--- config.mk ---
export PLATFORM = sky130hd
export DESIGN_NAME = ntt_ctrl_seq
export DESIGN_NICKNAME = d
export VERILOG_FILES = /design/src/rtl/ntt_pkg.sv /design/src/rtl/ntt_zeta_rom.sv /design/src/rtl/ntt_ctrl_seq.sv
export SDC_FILE = /design/constraint.sdc
export NUM_CORES = 1
export LEC_CHECK = 0
export ABC_CLOCK_PERIOD_IN_PS = 5900
export BUFFER_PORTS_ARGS = -buffer_cell sky130_fd_sc_hd__buf_4
export CORE_ASPECT_RATIO = 1.75
export CORE_UTILIZATION = 55
export CTS_BUF_LIST = sky130_fd_sc_hd__clkbuf_8 sky130_fd_sc_hd__clkbuf_16
export DETAILED_ROUTE_END_ITERATION = 10
export HOLD_SLACK_MARGIN = 0.03
export PLACE_DENSITY = 0.75
export SLEW_MARGIN = 5
export SYNTH_ARGS = -nofsm -noshare
export SYNTH_HDL_FRONTEND = slang
export SYNTH_HIERARCHICAL = 1
export SYNTH_SLANG_ARGS = --single-unit
--- constraint.sdc ---
create_clock -name clk -period 5.9 [get_ports clk]
set_clock_uncertainty 0.2 [all_clocks]
set_input_delay 0.295 -clock clk [delete_from_list [all_inputs] [get_ports clk]]
set_output_delay 0.295 -clock clk [all_outputs]
set_load 0.005 [all_outputs]
--- src/rtl/ntt_pkg.sv ---
// Shared definitions for the NTT butterfly control-word sequencer: defaults,
// control-word layout, FSM states and the zeta-table generator.
package ntt_pkg;

  localparam int          N_DEF      = 256;
  localparam int          ADDR_W_DEF = 8;
  localparam int          TW_W_DEF   = 12;
  localparam int          Q_DEF      = 3329;
  localparam logic [15:0] HDR_DEF    = 16'h02f6;
  localparam int          ZETA_ROOT  = 17;
  localparam int          MONT_SHIFT = 16;

  // Control-word layout, MSB first: [63:48] hdr, [47:40] idx, [39:32] idx_b,
  // [31:16] tw, [15:8] a, [7:0] b.
  typedef struct packed {
    logic [15:0] hdr;
    logic [7:0]  idx;
    logic [7:0]  idx_b;
    logic [15:0] tw;
    logic [7:0]  a;
    logic [7:0]  b;
  } ctrl_word_t;

  typedef enum logic {
    ST_IDLE = 1'b0,
    ST_RUN  = 1'b1
  } state_t;

  // Twiddle for table slot k: ZETA_ROOT^brv(k) mod q, kept in the Montgomery
  // domain (scaled by 2^16 mod q) because the butterfly multiplier expects it.
  function automatic int zeta_mont(input int k, input int bits, input int q);
    int r;
    int p;
    int base;
    int e;
    r = 0;
    for (int j = 0; j < bits; j++) begin
      r = (r << 1) | ((k >> j) & 1);
    end
    p    = 1;
    base = ZETA_ROOT % q;
    e    = r;
    while (e != 0) begin
      if ((e & 1) != 0) p = (p * base) % q;
      base = (base * base) % q;
      e    = e >> 1;
    end
    return (p * ((1 << MONT_SHIFT) % q)) % q;
  endfunction

endpackage

--- src/rtl/ntt_zeta_rom.sv ---
// Synchronous N/2-entry twiddle ROM; contents are elaboration-time constants
// produced by ntt_pkg::zeta_mont, one registered read per enabled cycle.
module ntt_zeta_rom
  import ntt_pkg::*;
#(
  parameter int N      = N_DEF,
  parameter int ADDR_W = ADDR_W_DEF,
  parameter int TW_W   = TW_W_DEF,
  parameter int Q      = Q_DEF
) (
  input  logic              clk,
  input  logic              srst_n,
  input  logic              i_rd_en,
  input  logic [ADDR_W-2:0] i_addr,
  output logic [TW_W-1:0]   o_data
);

  localparam int DEPTH = N / 2;

  logic [TW_W-1:0] w_rom [DEPTH];
  logic [TW_W-1:0] r_data;

  for (genvar j = 0; j < DEPTH; j++) begin : g_rom
    assign w_rom[j] = TW_W'(zeta_mont(j, ADDR_W - 1, Q));
  end

  // NOTE: only the read register is reset; the table itself is constant and
  // needs none, which lets it map onto a ROM macro or LUTs.
  always_ff @(posedge clk) begin
    if (!srst_n) begin
      r_data <= '0;
    end else if (i_rd_en) begin
      r_data <= w_rom[i_addr];
    end
  end

  assign o_data = r_data;

endmodule

--- src/rtl/ntt_ctrl_seq.sv ---
// Run-time NTT butterfly control-word generator: index stage -> zeta ROM ->
// output register on a valid/ready stream. Macro NTT_INV_EN enables inverse.
module ntt_ctrl_seq
  import ntt_pkg::*;
#(
  parameter int          N      = N_DEF,
  parameter int          ADDR_W = ADDR_W_DEF,
  parameter int          TW_W   = TW_W_DEF,
  parameter int          Q      = Q_DEF,
  parameter logic [15:0] HDR    = HDR_DEF
) (
  input  logic        clk,
  input  logic        srst_n,
  input  logic        start,
  input  logic [2:0]  stage,
  input  logic        inv,
  output logic        out_valid,
  input  logic        out_ready,
  output logic [63:0] out_word,
  output logic        out_last,
  output logic        busy,
  output logic        done,
  output logic        err
);

  localparam int            IW        = ADDR_W - 1;
  localparam logic [IW-1:0] IDX_MAX   = {IW{1'b1}};
  localparam logic [IW-1:0] IDX_ONE   = IW'(1);
  localparam logic [IW-1:0] IDX_TWO   = IW'(2);
  localparam logic [2:0]    MAX_STAGE = 3'(ADDR_W - 2);
  localparam logic [2:0]    IW3       = 3'(IW);

  state_t              r_state;
  logic [2:0]          r_s;
  logic [IW-1:0]       r_idx;
  logic                r_idx_vld;
  logic                r_p1_vld;
  logic [IW-1:0]       r_p1_i;
  logic [ADDR_W-1:0]   r_p1_a;
  logic [ADDR_W-1:0]   r_p1_b;
  logic                r_out_valid;
  logic [63:0]         r_out_word;
  logic                r_out_last;
  logic                r_busy;
  logic                r_done;
  logic                r_err;

  logic                w_adv;
  logic                w_last_hs;
  logic                w_start_ok;
  logic                w_rom_en;
  logic [IW-1:0]       w_len_m1;
  logic [IW-1:0]       w_g;
  logic [IW-1:0]       w_k;
  logic [ADDR_W-1:0]   w_a;
  logic [ADDR_W-1:0]   w_b;
  logic [TW_W-1:0]     w_zeta;
  logic [TW_W-1:0]     w_tw;
  ctrl_word_t          w_word;

  // The whole pipeline moves together whenever the output slot is free.
  assign w_adv      = !r_out_valid || out_ready;
  assign w_last_hs  = r_out_valid && out_ready && r_out_last;
  assign w_start_ok = (r_state == ST_IDLE) && start && (stage <= MAX_STAGE);
  assign w_rom_en   = w_adv && r_idx_vld;

  // len = 2^(IW-s): g*len is i with the low bits cleared, o keeps them.
  assign w_len_m1 = IDX_MAX >> r_s;
  assign w_g      = r_idx >> (IW3 - r_s);
  assign w_a      = {r_idx & ~w_len_m1, 1'b0} + {1'b0, r_idx & w_len_m1};
  assign w_b      = w_a + {1'b0, w_len_m1} + ADDR_W'(1);

`ifdef NTT_INV_EN
  logic r_inv;

  always_ff @(posedge clk) begin
    if (!srst_n) begin
      r_inv <= 1'b0;
    end else if (w_start_ok) begin
      r_inv <= inv;
    end
  end

  // Modular wrap in IW bits gives 2^(s+1)-1-g even for the last stage.
  assign w_k  = r_inv ? (IDX_TWO << r_s) - IDX_ONE - w_g : (IDX_ONE << r_s) + w_g;
  assign w_tw = r_inv ? TW_W'(Q) - w_zeta : w_zeta;
`else
  logic w_unused_inv;

  assign w_unused_inv = inv;
  assign w_k          = (IDX_ONE << r_s) + w_g;
  assign w_tw         = w_zeta;
`endif

  ntt_zeta_rom #(
    .N      (N),
    .ADDR_W (ADDR_W),
    .TW_W   (TW_W),
    .Q      (Q)
  ) u_zeta_rom (
    .clk     (clk),
    .srst_n  (srst_n),
    .i_rd_en (w_rom_en),
    .i_addr  (w_k),
    .o_data  (w_zeta)
  );

  // NOTE: every field gets a value before any branch, so no latch is inferred.
  always_comb begin
    w_word       = '0;
    w_word.hdr   = HDR;
    w_word.idx   = 8'(r_p1_i);
    w_word.idx_b = 8'({1'b1, r_p1_i});
    w_word.tw    = 16'(w_tw);
    w_word.a     = 8'(r_p1_a);
    w_word.b     = 8'(r_p1_b);
  end

  // NOTE: all state updates here are non-blocking so every register samples
  // the pre-edge value of the others, independent of statement order.
  always_ff @(posedge clk) begin
    if (!srst_n) begin
      r_state     <= ST_IDLE;
      r_s         <= '0;
      r_idx       <= '0;
      r_idx_vld   <= 1'b0;
      r_p1_vld    <= 1'b0;
      r_p1_i      <= '0;
      r_p1_a      <= '0;
      r_p1_b      <= '0;
      r_out_valid <= 1'b0;
      r_out_word  <= '0;
      r_out_last  <= 1'b0;
      r_busy      <= 1'b0;
      r_done      <= 1'b0;
      r_err       <= 1'b0;
    end else begin
      r_done <= 1'b0;
      r_err  <= 1'b0;

      case (r_state)
        ST_IDLE: begin
          if (w_start_ok) begin
            r_state   <= ST_RUN;
            r_s       <= stage;
            r_idx     <= '0;
            r_idx_vld <= 1'b1;
            r_busy    <= 1'b1;
          end else if (start) begin
            r_err <= 1'b1;
          end
        end
        ST_RUN: begin
          if (w_last_hs) begin
            r_state <= ST_IDLE;
            r_busy  <= 1'b0;
            r_done  <= 1'b1;
          end
        end
        default: r_state <= ST_IDLE;
      endcase

      if (w_adv) begin
        if (r_idx_vld) begin
          if (r_idx == IDX_MAX) begin
            r_idx_vld <= 1'b0;
          end else begin
            r_idx <= r_idx + IDX_ONE;
          end
          r_p1_i <= r_idx;
          r_p1_a <= w_a;
          r_p1_b <= w_b;
        end
        r_p1_vld    <= r_idx_vld;
        r_out_valid <= r_p1_vld;
        r_out_last  <= r_p1_vld && (r_p1_i == IDX_MAX);
        if (r_p1_vld) begin
          r_out_word <= w_word;
        end
      end
    end
  end

  assign out_valid = r_out_valid;
  assign out_word  = r_out_word;
  assign out_last  = r_out_last;
  assign busy      = r_busy;
  assign done      = r_done;
  assign err       = r_err;

endmodule

== Word level (Yosys, flattened, before mapping) ==
Memory sizes are Yosys's and may differ from the RTL's. A register that Yosys moved wholly into a read port is not among the register bits.
Index checks and enable logic that the tools add are counted.
Storage, ports and cells
  bits in registers: 85
  bits in read-only memories: 1536
  input bits: 8
  output and inout port bits: 69
  word-level logic and storage cells: 68
  memories kept: 1
Operators by class
  $add $sub $neg: 6
  $lt $le $gt $ge: 1
  eq/ne operators: 4
  shift operators: 3
  multiplexer cells: 18
  bitwise gates (word level): 6
  reduce and logical (&&, ||, !) cells: 15
Memories
  (no name shown): words 128, bits a word 12, rd ports 1, clocked after Yosys merged registers in 1, wr ports 0, line ntt_zeta_rom.sv:33  | r_data <= w_rom[i_addr];
Operator list (count)
  7-bit two-way mux: 5
  8-bit by 7-bit adder with 8-bit output: 2
  7-bit bitwise AND: 2
  7-bit equality test, second input constant: 2
  1-bit two-way mux: 11
  2-bit AND reduction: 5
  8-bit by 1-bit adder with 8-bit output, second input constant: 1
  7-bit NOT with 8-bit output: 1
  7-bit by 1-bit adder with 7-bit output, second input constant: 1
  7-bit adder: 1
  7-bit NOT: 1
  1-bit by 3-bit << shifter with 7-bit output, first input constant: 1
  7-bit by 3-bit right shift with 7-bit output: 1
  7-bit by 3-bit right shift with 7-bit output, first input constant: 1
  1-bit logical AND: 6
  1-bit case mux with 2 select lines: 2
  3-bit less-or-equal comparator, second input constant: 1
  3-bit OR reduction: 1
  3-bit subtractor, first input constant: 1
  1-bit logical NOT: 2
  2-bit by 1-bit != test with 1-bit output, second input constant: 1
  2-bit != test, second input constant: 1
  1-bit NOT: 2
  1-bit logical OR: 1

== Longest topological paths before layout ==
Gate-level depths: netlist of the first run.
  depth after elaboration: 8
  gate-level depth with buffers: 22
  mapped depth without buffers: 18

== Modules after synthesis ==
The synthesis of the first run kept the hierarchy.
Modules (own cells, without submodules)
  ntt_ctrl_seq: times used 1, cells an instance 539, area each 4161.5 sq um, sequential area each 1541.5 sq um
  ntt_zeta_rom: times used 1, cells an instance 440, area each 3103.0 sq um, sequential area each 240.2 sq um

== Worst setup path before layout of the first run ==
Ideal clock, no wire load.
  kind: reg2reg
  start: register r_s[1]
  end: register u_zeta_rom.r_data[10], in the netlist u_zeta_rom/o_data[10]
  library setup time: 0.122 ns
  arrival time: 4.063 ns
  required time: 5.578 ns
  setup slack: 1.516 ns
  stages on the path, launching flop included: 19
  path buffers: 5
  clock period less this slack: 4.384 ns
  path through: dfxtp_1 -> buf_2 -> buf_1 -> o221ai_1 -> a21o_1 -> ha_1 -> inv_1 -> fa_1 -> inv_1 -> buf_2 -> buf_2 -> inv_1 -> ha_1 -> buf_2 -> and2b_1 -> a21oi_1 -> a21oi_1 -> mux4_2 -> a221o_1
On the way
  word-level cells in the longest chain between the ends: 4
  elaborated cells between the ends (all ways): 5
  classes of those cells: 2 x add/sub; 2 x shift; 1 x bitwise
RTL lines
  start: declaration: line ntt_ctrl_seq.sv:34  | logic [2:0] r_s;
  start signal: assignment: line ntt_ctrl_seq.sv:145  | r_s <= stage;
  3-bit subtractor: line ntt_ctrl_seq.sv:69  | assign w_g = r_idx >> (IW3 - r_s);
  7-bit by 3-bit right shift with 7-bit output: line ntt_ctrl_seq.sv:69
  7-bit adder (*): line ntt_ctrl_seq.sv:91  | assign w_k = (IDX_ONE << r_s) + w_g;
  named net w_k[1]: line ntt_ctrl_seq.sv:54  | logic [IW-1:0] w_k;
  7-bit NOT with 8-bit output (implied by the code) (*): line ntt_zeta_rom.sv:33
  end: declaration: line ntt_zeta_rom.sv:21  | logic [TW_W-1:0] r_data;
The timed path passes the listed nets; every way through them passes the cells marked *.
A chain may end at the register's enable or synchronous reset.

== Worst setup path in the final report of the first run ==
  start: register r_s[1]
  end: register u_zeta_rom.r_data[0], in the netlist u_zeta_rom/o_data[0]
The elaborated chain is that of the path after synthesis.

==> metrics.md, run 1 <==
| Metric | Value |
|---|---|
| CTS tree | `done` |
| Via count | `~7300` |
| Status | `finished clean` |
| Die X-Extent | `88.9 um` |
| Critical path origin | `r_s[1]` |
| Pwr dens | `~250 mW/mm^2` |
| Initial Util | `a little under three fifths` |
| Antenna diodes | `0` |
| Standard-cell rows | `55` |
| Fin crit share | `between 80 and 90%` |
| Vias in the first global route | `between 6000 and 7000` |
| Reg2reg end | `u_zeta_rom/o_data[0]` |
| Syn Inst Count | `approximately 980` |
| Total Power | `about 2.0 mW` |
| DRT iter0 DRCs | `approximately 480` |
| H-tree levels | `3` |
| Resized Gates After CTS | `0` |
| All-Layer GR Usage | `between 30% and 40%` |
| Routed vias/inst | `approximately 6.4` |
| Grt total ovfl | `0` |
| Critical Path Sink | `u_zeta_rom/o_data[0]` |
| Area Overhead vs Synth | `8.11%` |
| Setup WS pre-CTS | `~1.1 ns` |
| Clk buf depth | `2` |
| Largest net degree at the start of global routing | `roughly 100` |
| PortBufs | `just over 60` |
| Total Wirelength | `between 20000 and 25000 um` |
| Crit path launch type | `flop` |
| # setup viols final | `0` |
| IO Pins | `77` |
| Placed Cells | `approximately 1100` |
| Area share of the leading cell type in the synthesized netlist | `24.5%` |
| Top_reg_cell synth | `dfxtp_1` |
| GR peak layer | `met2` |
| Crit. End Element | `flop` |
| Net count, final | `between 1000 and 1500` |
| Root buf cell | `clkbuf_16` |
| Design Area, Final | `0.00785 sq mm` |
| Cell variety after synth | `85` |
| Hpwl dp | `between 15000 and 20000 um` |
| DR WL/cell | `slightly below 20 um` |
| Synth Cell Area | `0.00726 sq mm` |
| Setup_tns | `0 ns` |
| Residual DRC | `0` |
| Reg clk slew, reported paths | `0.07 ns` |
| Critical path class | `reg2reg` |
| Worst-case headroom to the max-slew limit | `a little over a fifth` |
| Worst-path maximum fanout | `21` |
| Top achievable clock speed | `0.201 GHz` |
| RSZ-0062 raised after global routing | `false` |
| RR Startpoint | `r_s[1]` |
| Initial antenna violation count | `0` |
| Final hold viol count | `0` |
| Detail Route Antenna Nets | `0` |
| Final std cells w/o fill | `between 1000 and 1500` |
| Pleak | `3.07 nW` |
| Max Slew Vio Count | `0` |
| Placed cell area | `0.00751 sq mm` |
| Seq/Total Area, Yosys | `~25%` |
| Area contributors post-synth | `dfxtp_1 (25%), nand2_1 (8.5%), a21oi_1 (6.6%)` |
| Max rail drop VDD | `roughly 0.19 mV` |
| Drt pass-1 iters | `6` |
| Met1 Usage GRT | `roughly a third` |
| Syn_area_per_cell | `7.42 sq um` |
| GRT met3 Usage | `~5.3%` |
| Die height | `between 150 and 200 um` |
| Clock buffer count from CTS | `9` |
| Worst reg-to-reg setup slack | `0.92 ns` |
| CTS Sinks | `around 90` |
| Yosys reg bits | `between 80 and 90` |
| Worst-case reg-to-reg path depth | `16` |
| Hold WC Path Type | `in2reg` |
| Routability cong. | `1.04` |
| Critical Path RT | `about 6 ns` |
| Global-route wire length before repair | `~35000 um` |
| Clk_lat worst skew | `roughly 0.34 ns` |
| Max-Cap Viols | `0` |
| Met2 usage | `roughly 58%` |
| Yosys synthesis warning count | `6` |
| Core box area | `about 0.013 sq mm` |
| Slew @ Worst Pin | `1.17 ns` |
| Setup ws final | `approximately 0.92 ns` |
| Final min period | `~5 ns` |
| Cell taking the most area after synthesis | `dfxtp_1` |
| Post-synth EDFFs | `0` |
| Die ar. | `0.0137 sq mm` |
| Fraction of registers with async set/reset | `0%` |
| CP arrival | `just over 5 ns` |
| Share of layout cells above drive strength 1 | `about 14%` |
==> synth_stat cells, drive strengths merged (4+ instances only) <==
cell,number
nand2,165
a21oi,96
dfxtp,89
buf,79
nor2,59
o21ai,46
clkbuf,38
ha,30
nor2b,29
nand3,23
nor3,22
inv,21
o311ai,21
nand2b,20
and2,19
a211oi,14
mux2i,14
o211ai,13
a311oi,12
or2,11
a31oi,9
mux4,8
xnor2,8
a21o,7
nand4,7
o21a,7
o31ai,7
a211o,6
a32oi,6
and3,6
nor4,6
a21boi,5
mux2,5
a32o,4
nor3b,4
o211a,4
o221a,4
o22ai,4
or3,4
==> power by group <==
part | internal (mW) | switching (mW)
combinational | 0.283 | 0.466
sequential | 0.625 | 0.0247
clock | 0.332 | 0.250
==> worst max-delay path, cell delays in order, from the launching register on <==
cell and delay, ns:
dfxtp_1 0.77, and3_1 0.41, and2_1 0.20, a21o_1 0.09, ha_1 0.15, inv_1 0.06, fa_1 0.45, nor2b_1 0.14
o21ai_1 0.08, a21boi_1 0.34, o21ai_0 0.17, a211oi_2 0.23, inv_1 0.33, a311oi_1 0.73, nor4_1 0.14, a31oi_1 0.24
a32o_1 0.20
==> worst min path at each step <==
stage	start	slack [ns]	cells after the start	endpoint
final	out_ready	0.07	3	done
after floorplan	u_zeta_rom/o_data[3]	0.23	2	u_zeta_rom/o_data[3]
after global routing	out_ready	0.07	3	done
after detailed placement	u_zeta_rom/o_data[3]	0.24	2	u_zeta_rom/o_data[3]
after CTS	out_ready	0.07	3	done
after global placement	r_p1_b[0]	0.23	2	out_word[0]
==> final cells by class <==
type / count / area [sq um]
clock inverter: 7 / 83.8
timing repair buffer: 81 / 628
tap: 171 / 214
multi-input combinational: 763 / 4830
fill: 1224 / 5080
sequential: 89 / 1780
clock buffer: 9 / 225
inverter: 23 / 86.3
==> layout by cell type, fill, tap and decap left out, drive strengths merged, types with 11 or more instances in the layout <==
cell / count
ha: 30
conb: 14
inv: 22
a311oi: 12
or2: 11
nand2b: 20
nor2b: 29
dfxtp: 89
nor2: 59
mux2i: 14
nand2: 165
nor3: 22
and2: 19
o21ai: 46
a211oi: 14
a21oi: 96
o311ai: 21
o211ai: 13
buf: 78
nand3: 23
==> stage by stage <==
step                      util (%)  hold WS, ns
after floorplan                  -        0.226
after global placement        58.1        0.235
after detailed placement      58.1        0.241
after CTS                     60.7       0.0666
after global routing          60.7       0.0708
final                         60.7       0.0701
==> what timing repair did <==
item | 4_1_cts | 5_1_grt
hold endpoints to repair | 4 | 0
setup buffers | 0 | 0
hold buffers | 3 | 0
==> registers in the layout, indices dropped and copies added (netlist names) <==
name               cells
out_word              36
u_zeta_rom/o_data     12
r_p1_a                 8
r_p1_b                 8
r_idx                  7
r_p1_i                 7
r_s                    3
busy                   1
done                   1
err                    1
out_last               1
out_valid              1
r_idx_vld              1
r_p1_vld               1
r_state                1
==> logic make-up after synthesis <==
| group | after synthesis | synth area share [%] |
|---|---|---|
| adder cells (fa/ha/maj) | 33 | 5.99 |
| buffers and inverters | 140 | 10.1 |
| AND/OR/NAND/NOR | 387 | 25.5 |
| multiplexers | 27 | 5.18 |
| XOR/XNOR | 10 | 1.21 |
| flip-flops | 89 | 24.5 |
| AO/OA/AOI/OAI | 292 | 27.4 |
| other | 1 | 0.0516 |
==> metal layers <==
layer,vias to the layer above,wire length (um)
met5,-,0
met4,0,2040
met3,136,1470
met2,361,11400
met1,3389,7490
li1,3449,-
Note: power is estimated with default switching activity, not from simulation.
==> inputs of run 2 (changes only) <==
Settings changed: ABC_CLOCK_PERIOD_IN_PS 5900 to 4100, PLACE_DENSITY 0.75 to 0.78.
Clock period 5.9 ns to 4.1 ns, I/O delays scaled along.
==> run 2 against run 1 <==
Effect of this change: clock power is 43% higher; maximum frequency is 26% higher; combinational power is 86% higher; largest power group unchanged.
==> metrics.md, run 2 (synthesis results as in run 1) <==
| Metric | Value |
|---|---|
| Multi-input logic area | `about 0.0049 sq mm` |
| Most frequent cells in the layout | `nand2_1 (164), buf_4 (163), a21oi_1 (95), dfxtp_1 (86), nor2_1 (57)` |
| Top achievable clock speed | `roughly 0.25 GHz` |
| CTS Sinks | `just under 90` |
| CP arrival | `slightly above 4 ns` |
| Grt total ovfl | `0` |
| Die ar. | `0.0137 sq mm` |
| Hold WC Path Type | `in2reg` |
| Initial Util | `a little under three fifths` |
| Via count | `around 7900` |
| Clk buf depth | `2` |
| Setup ws final | `about 0.16 ns` |
| Critical path class | `reg2reg` |
| Pwr dens | `361 mW/mm^2` |
| Standard-cell rows | `55` |
| Max rail drop VDD | `0.236 mV` |
| Drt pass-1 iters | `8` |
| DR WL/cell | `~22 um` |
| All-Layer GR Usage | `41.5%` |
| Crit path launch type | `flop` |
| Clock power frac | `26.4%` |
| # setup viols final | `0` |
| Vias in the first global route | `about 7600` |
| PortBufs | `between 60 and 70` |
| Core box area | `~0.013 sq mm` |
| Die X-Extent | `just under 90 um` |
| Fin crit share | `96.1%` |
| Clk_lat worst skew | `about 0.35 ns` |
| Setup_tns | `0 ns` |
| Hpwl dp | `just over 20000 um` |
| Final min period | `a little under 4 ns` |
| FF+latch area | `between 0.0015 and 0.002 sq mm` |
| Global-route wire length before repair | `between 40000 and 50000 um` |
| Fill cells | `between 1000 and 1500` |
| Clock buffer count from CTS | `9` |
| Area Overhead vs Synth | `20.4%` |
| Routability cong. | `approximately 1.0` |
| Power Internal | `roughly 1.9 mW` |
| Share of layout cells above drive strength 1 | `between 20% and 30%` |
| Net count, final | `about 1100` |
| Setup WS pre-CTS | `-0.0452 ns` |
| Critical Path RT | `4.19 ns` |
| Root buf cell | `clkbuf_16` |
| Routed vias/inst | `between 6 and 7` |
| Switch Pwr | `about 1.2 mW` |
| Max Slew Vio Count | `0` |
| Initial antenna violation count | `0` |
| CTS tree | `done` |
| Pleak | `between 3 and 4 nW` |
| Max-Cap Viols | `0` |
| Worst-case headroom to the max-slew limit | `between 20% and 30%` |
| IO Pins | `77` |
| Max reg flops | `36` |
| Total Wirelength | `~28000 um` |
| Antenna diodes | `0` |
| Die height | `between 150 and 200 um` |
| Commonest non-fill, non-tap cell in the layout | `nand2_1` |
| Combinational share of power | `~44%` |
| Hold slack | `0.0424 ns` |
| Worst-path maximum fanout | `11` |
| Switching Fraction | `39.5%` |
| DRT iter0 DRCs | `between 500 and 600` |
| Slew @ Worst Pin | `approximately 1.2 ns` |
| Crit. End Element | `flop` |
| Detail Route Antenna Nets | `0` |
| Status | `finished clean` |
| Residual DRC | `0` |
| Reg clk slew, reported paths | `about 0.080 ns` |
| Final hold viol count | `0` |
| H-tree levels | `3` |
| Largest net degree at the start of global routing | `50` |
| Seq pwr share | `29.5%` |
-- run 2: cell types whose count changed in the layout (fill, tap and decap cells not counted), moves of 3 or more --
cell / before / now
inv_8: 0 / 3
dfxtp_1: 89 / 86
inv_1: 19 / 16
buf_4: 77 / 163
inv_2: 3 / 6
buf_12: 1 / 8
-- run 2: through the flow --
| stage | area, sq um | power, mW | cells | util [%] |
|---|---|---|---|---|
| floorplan | 7340 | 1.75 | 992 | - |
| global placement | 8290 | 2.27 | 1214 | 64.1 |
| detailed placement | 8290 | 2.27 | 1214 | 64.1 |
| CTS | 8650 | 3.10 | 1235 | 66.8 |
| global route | 8750 | 3.28 | 1239 | 67.6 |
| finish | 8750 | 3.16 | 1239 | 67.6 |
-- run 2: layout make-up --
| cell class | instances | share of cell area, % |
|---|---|---|
| repair buffers | 177 | 16.7 |
| inverters | 23 | 0.987 |
| multi-input cells | 763 | 56.0 |
| flip-flops and latches | 89 | 20.5 |
| well taps | 171 | 2.45 |
| clock inverters | 7 | 0.858 |
| clock buffers | 9 | 2.58 |
-- run 2: routing by layer --
layer	up-vias	wire, um	GRT usage (%)	part of all wire (%)
met4	0	2900	36.4	10
met5	-	0	0	0
li1	3651	-	-	-
met1	3693	8660	38.9	31
met3	163	1930	8.48	6.9
met2	430	14400	73.2	52
-- run 2: repair_timing --
item,in CTS,in global routing
hold endpoints to repair,6,0
pin swaps,0,3
hold buffers,5,0
setup endpoints to repair,6,11
setup buffers,0,3
cloned,0,1
resized for setup,3,15
-- run 2: power groups by stage --
stage                     combinational [mW]  clock [mW]  sequential, mW
after detailed placement                1.32           0           0.950
final                                   1.39       0.834           0.933
after floorplan                        0.810           0           0.938
after CTS                               1.33       0.843           0.931
after global routing                    1.47       0.872           0.937
after global placement                  1.32           0           0.950
-- run 2: final timing paths --
kind              slack, ns                   end             startpoint  depth (start not counted)
setup / recovery       0.16  u_zeta_rom/o_data[3]                 r_s[1]                         17
hold / removal         0.04                   err                  start                          3
hold reg to reg        0.25          out_word[27]  u_zeta_rom/o_data[11]                          2
setup reg to reg       0.16  u_zeta_rom/o_data[3]                 r_s[1]                         17
-- run 2: worst max-delay path, stage by stage (launching register included) --
cell and delay [ns]:
dfxtp_4 0.39, nand2_1 0.08, o21ai_1 0.11, a22oi_2 0.20, nand2_1 0.07, a21o_1 0.16
ha_1 0.18, inv_1 0.07, fa_2 0.47, inv_2 0.11, inv_2 0.07, ha_4 0.31
buf_4 0.17, nand2_1 0.22, a21oi_1 0.20, o311ai_1 0.12, mux4_2 0.58, o21ai_1 0.15
==> inputs of run 3 (changes only) <==
Settings changed: CORE_UTILIZATION 55 to 45, PLACE_DENSITY 0.78 to 0.66.
==> run 3 against run 2 <==
Effect of this change: the run now ends with design-rule violations left; first-iteration DRC count decreased by 18%; count of clock-buffer cells in the layout is the same; sequential share of layout area down 0.20 points; die area grew 22%; flip-flop and latch count is the same; final cell count grew 2.2%; power is 0.59% lower; hold slack gained 0.0089 ns; combinational power about the same; utilization decreased by 12 points; global-route usage shrank 8.4 points; clock power fell by 2.8%; critical endpoint unchanged; highest routed layer unchanged.
==> metrics.md, run 3 (synthesis results as in run 1) <==
| Metric | Value |
|---|---|
| CTS tree | `done` |
| Failing checks | `design-rule violations` |
| Total Wirelength | `27600 um` |
| Fin crit share | `a little over nine tenths` |
| Fill cells | `1579` |
| Hold path start | `start` |
| Residual DRC | `12` |
| Max stage delay on crit path | `about 0.5 ns` |
| Die height | `170 um` |
| Min-Delay Path Depth | `3` |
| DRT iter0 DRCs | `423` |
| Final min period | `between 4 and 5 ns` |
| Critical path class | `reg2reg` |
| Global-route wire length before repair | `between 40000 and 50000 um` |
| RR Startpoint | `r_s[1]` |
| # setup viols final | `0` |
| Slew @ Worst Pin | `approximately 1.1 ns` |
| Commonest non-fill, non-tap cell in the layout | `buf_4` |
| Drt pass-1 iters | `9` |
| Crit. End Element | `flop` |
| Via count | `~7700` |
| Setup WS pre-CTS | `-0.192 ns` |
| Root buf cell | `clkbuf_16` |
| Setup ws final | `0.0812 ns` |
| Multi-input logic area | `around 0.0049 sq mm` |
| Worst-case headroom to the max-slew limit | `23.3%` |
| Clock buffer count from CTS | `9` |
| Worst-path maximum fanout | `9` |
| Placed Cells | `approximately 1200` |
| Routability cong. | `just over 1` |
| Die X-Extent | `98.0 um` |
| PortBufs | `slightly above 60` |
| Reg2reg end | `u_zeta_rom/o_data[3]` |
| Crit path cell chain | `nand2_1, o21ai_2, a22oi_1, nand2_1, a21o_1, ha_1, inv_1, fa_2, inv_2, inv_2, ha_1, buf_4, mux2_2, a32oi_2, a2bb2oi_1, mux4_2, o21ai_1` |
| Grt total ovfl | `0` |
| Placed cell area | `~0.0083 sq mm` |
| CTS Sinks | `between 80 and 90` |
| DR WL/cell | `21.8 um` |
| Net count, final | `around 1100` |
| Max Slew Vio Count | `0` |
| Initial Util | `between 40% and 50%` |
| Largest net degree at the start of global routing | `64` |
| Status | `finished with violations` |
| Share of layout cells above drive strength 1 | `approximately a quarter` |
| Final hold viol count | `0` |
| Crit path launch type | `flop` |
| Slowest cell on the critical path | `mux4_2` |
| Antenna diodes | `0` |
| Detail Route Antenna Nets | `0` |
| FF+latch area | `between 0.0015 and 0.002 sq mm` |
| Clk_lat worst skew | `around 0.34 ns` |
| H-tree levels | `3` |
| RSZ-0062 raised after global routing | `true` |
| Family with the most delay on the worst path | `compound AO/OA/AOI/OAI gates` |
| Hold WC Path Type | `in2reg` |
| Max rail drop VDD | `roughly 0.22 mV` |
| Vias in the first global route | `7474` |
| Design Area, Final | `roughly 0.009 sq mm` |
| WP buf/inv | `4` |
| Area Overhead vs Synth | `21.3%` |
| Critical Path RT | `about 4.2 ns` |
| Final std cells w/o fill | `between 1000 and 1500` |
| Reg clk slew, reported paths | `approximately 0.07 ns` |
| Max-Cap Viols | `0` |
| Worst Hold Path EP | `err` |
| CP arrival | `4.09 ns` |
| Clk buf depth | `2` |
| Most frequent cells in the layout | `buf_4 (173), nand2_1 (164), a21oi_1 (95), dfxtp_1 (87), nor2_1 (57)` |
| Standard-cell rows | `between 60 and 70` |
| Hpwl dp | `21200 um` |
| IO Pins | `77` |
| Top achievable clock speed | `0.249 GHz` |
| All-Layer GR Usage | `between 30% and 40%` |
| Routed vias/inst | `between 6 and 7` |
| Pwr dens | `356 mW/mm^2` |
| Worst-case reg-to-reg path depth | `17` |
| Core box area | `0.0158 sq mm` |
| Max reg flops | `36` |
| Initial antenna violation count | `0` |
| Pleak | `approximately 3.6 nW` |
| Die ar. | `0.0167 sq mm` |
| Worst reg-to-reg setup slack | `0.08 ns` |
## run 3: cell count changes in the layout (fill, tap and decap cells not counted), sizes merged
cell / delta
clkbuf: -1
buf: +10
## run 3: area by class of cell
| cell class | instances | area share (%) |
|---|---|---|
| Timing Repair Buffer | 186 | 16.8 |
| Clock buffer | 9 | 2.56 |
| Tap cell | 189 | 2.68 |
| Sequential cell | 89 | 20.3 |
| Inverter | 23 | 0.979 |
| Clock inverter | 7 | 0.795 |
| Multi-Input combinational cell | 763 | 55.9 |
## run 3: timing repair
item,CTS,global route
hold endpoints to repair,8,0
pin swaps,0,4
gates resized for setup,4,18
setup buffers,0,6
cloned,0,1
hold buffers,5,0
setup endpoints to repair,4,11
## run 3: worst max path at each step
| stage | startpoint | to | slack [ns] | cells past startpoint |
|---|---|---|---|---|
| floorplan | r_s[1] | u_zeta_rom/o_data[10] | 0.05 | 20 |
| global placement | r_s[1] | u_zeta_rom/o_data[0] | -0.14 | 20 |
| detailed placement | r_s[1] | u_zeta_rom/o_data[0] | -0.19 | 20 |
| CTS | r_s[1] | u_zeta_rom/o_data[3] | 0.06 | 16 |
| global route | r_s[1] | u_zeta_rom/o_data[3] | -0.02 | 17 |
| finish | r_s[1] | u_zeta_rom/o_data[3] | 0.08 | 17 |
## run 3: worst reg2reg max path: cells and delay by family, from the launching register on
family	cells	cell delay, ns
AO/OA/AOI/OAI	6	1.03
adder cells (fa/ha/maj)	3	0.89
buffers and inverters	4	0.40
flip-flops	1	0.38
multiplexers	2	0.83
AND/OR/NAND/NOR	2	0.21
## run 3: per-stage QoR
step / hold slack [ns] / util (%) / TNS [ns] / power [mW]
floorplan: 0.158 / - / 0 / 1.75
global placement: 0.239 / 52.8 / -0.209 / 2.31
detailed placement: 0.244 / 52.8 / -0.374 / 2.29
CTS: 0.0415 / 55.0 / 0 / 3.10
global route: 0.0753 / 55.8 / -0.0252 / 3.26
finish: 0.0513 / 55.8 / 0 / 3.14
## run 3: layer usage
| layer | vias up | GRT usage, % | wire (um) |
|---|---|---|---|
| met3 | 108 | 2.55 | 996 |
| met5 | - | 0 | 0 |
| met4 | 0 | 27.0 | 2370 |
| met2 | 284 | 64.0 | 14900 |
| met1 | 3659 | 31.3 | 9360 |
| li1 | 3668 | - | - |
## run 3: report_power, final
group	switching [mW]	internal (mW)
Clock	0.383	0.428
Sequential	0.0298	0.900
Combinational	0.816	0.584
Total	1.23	1.91
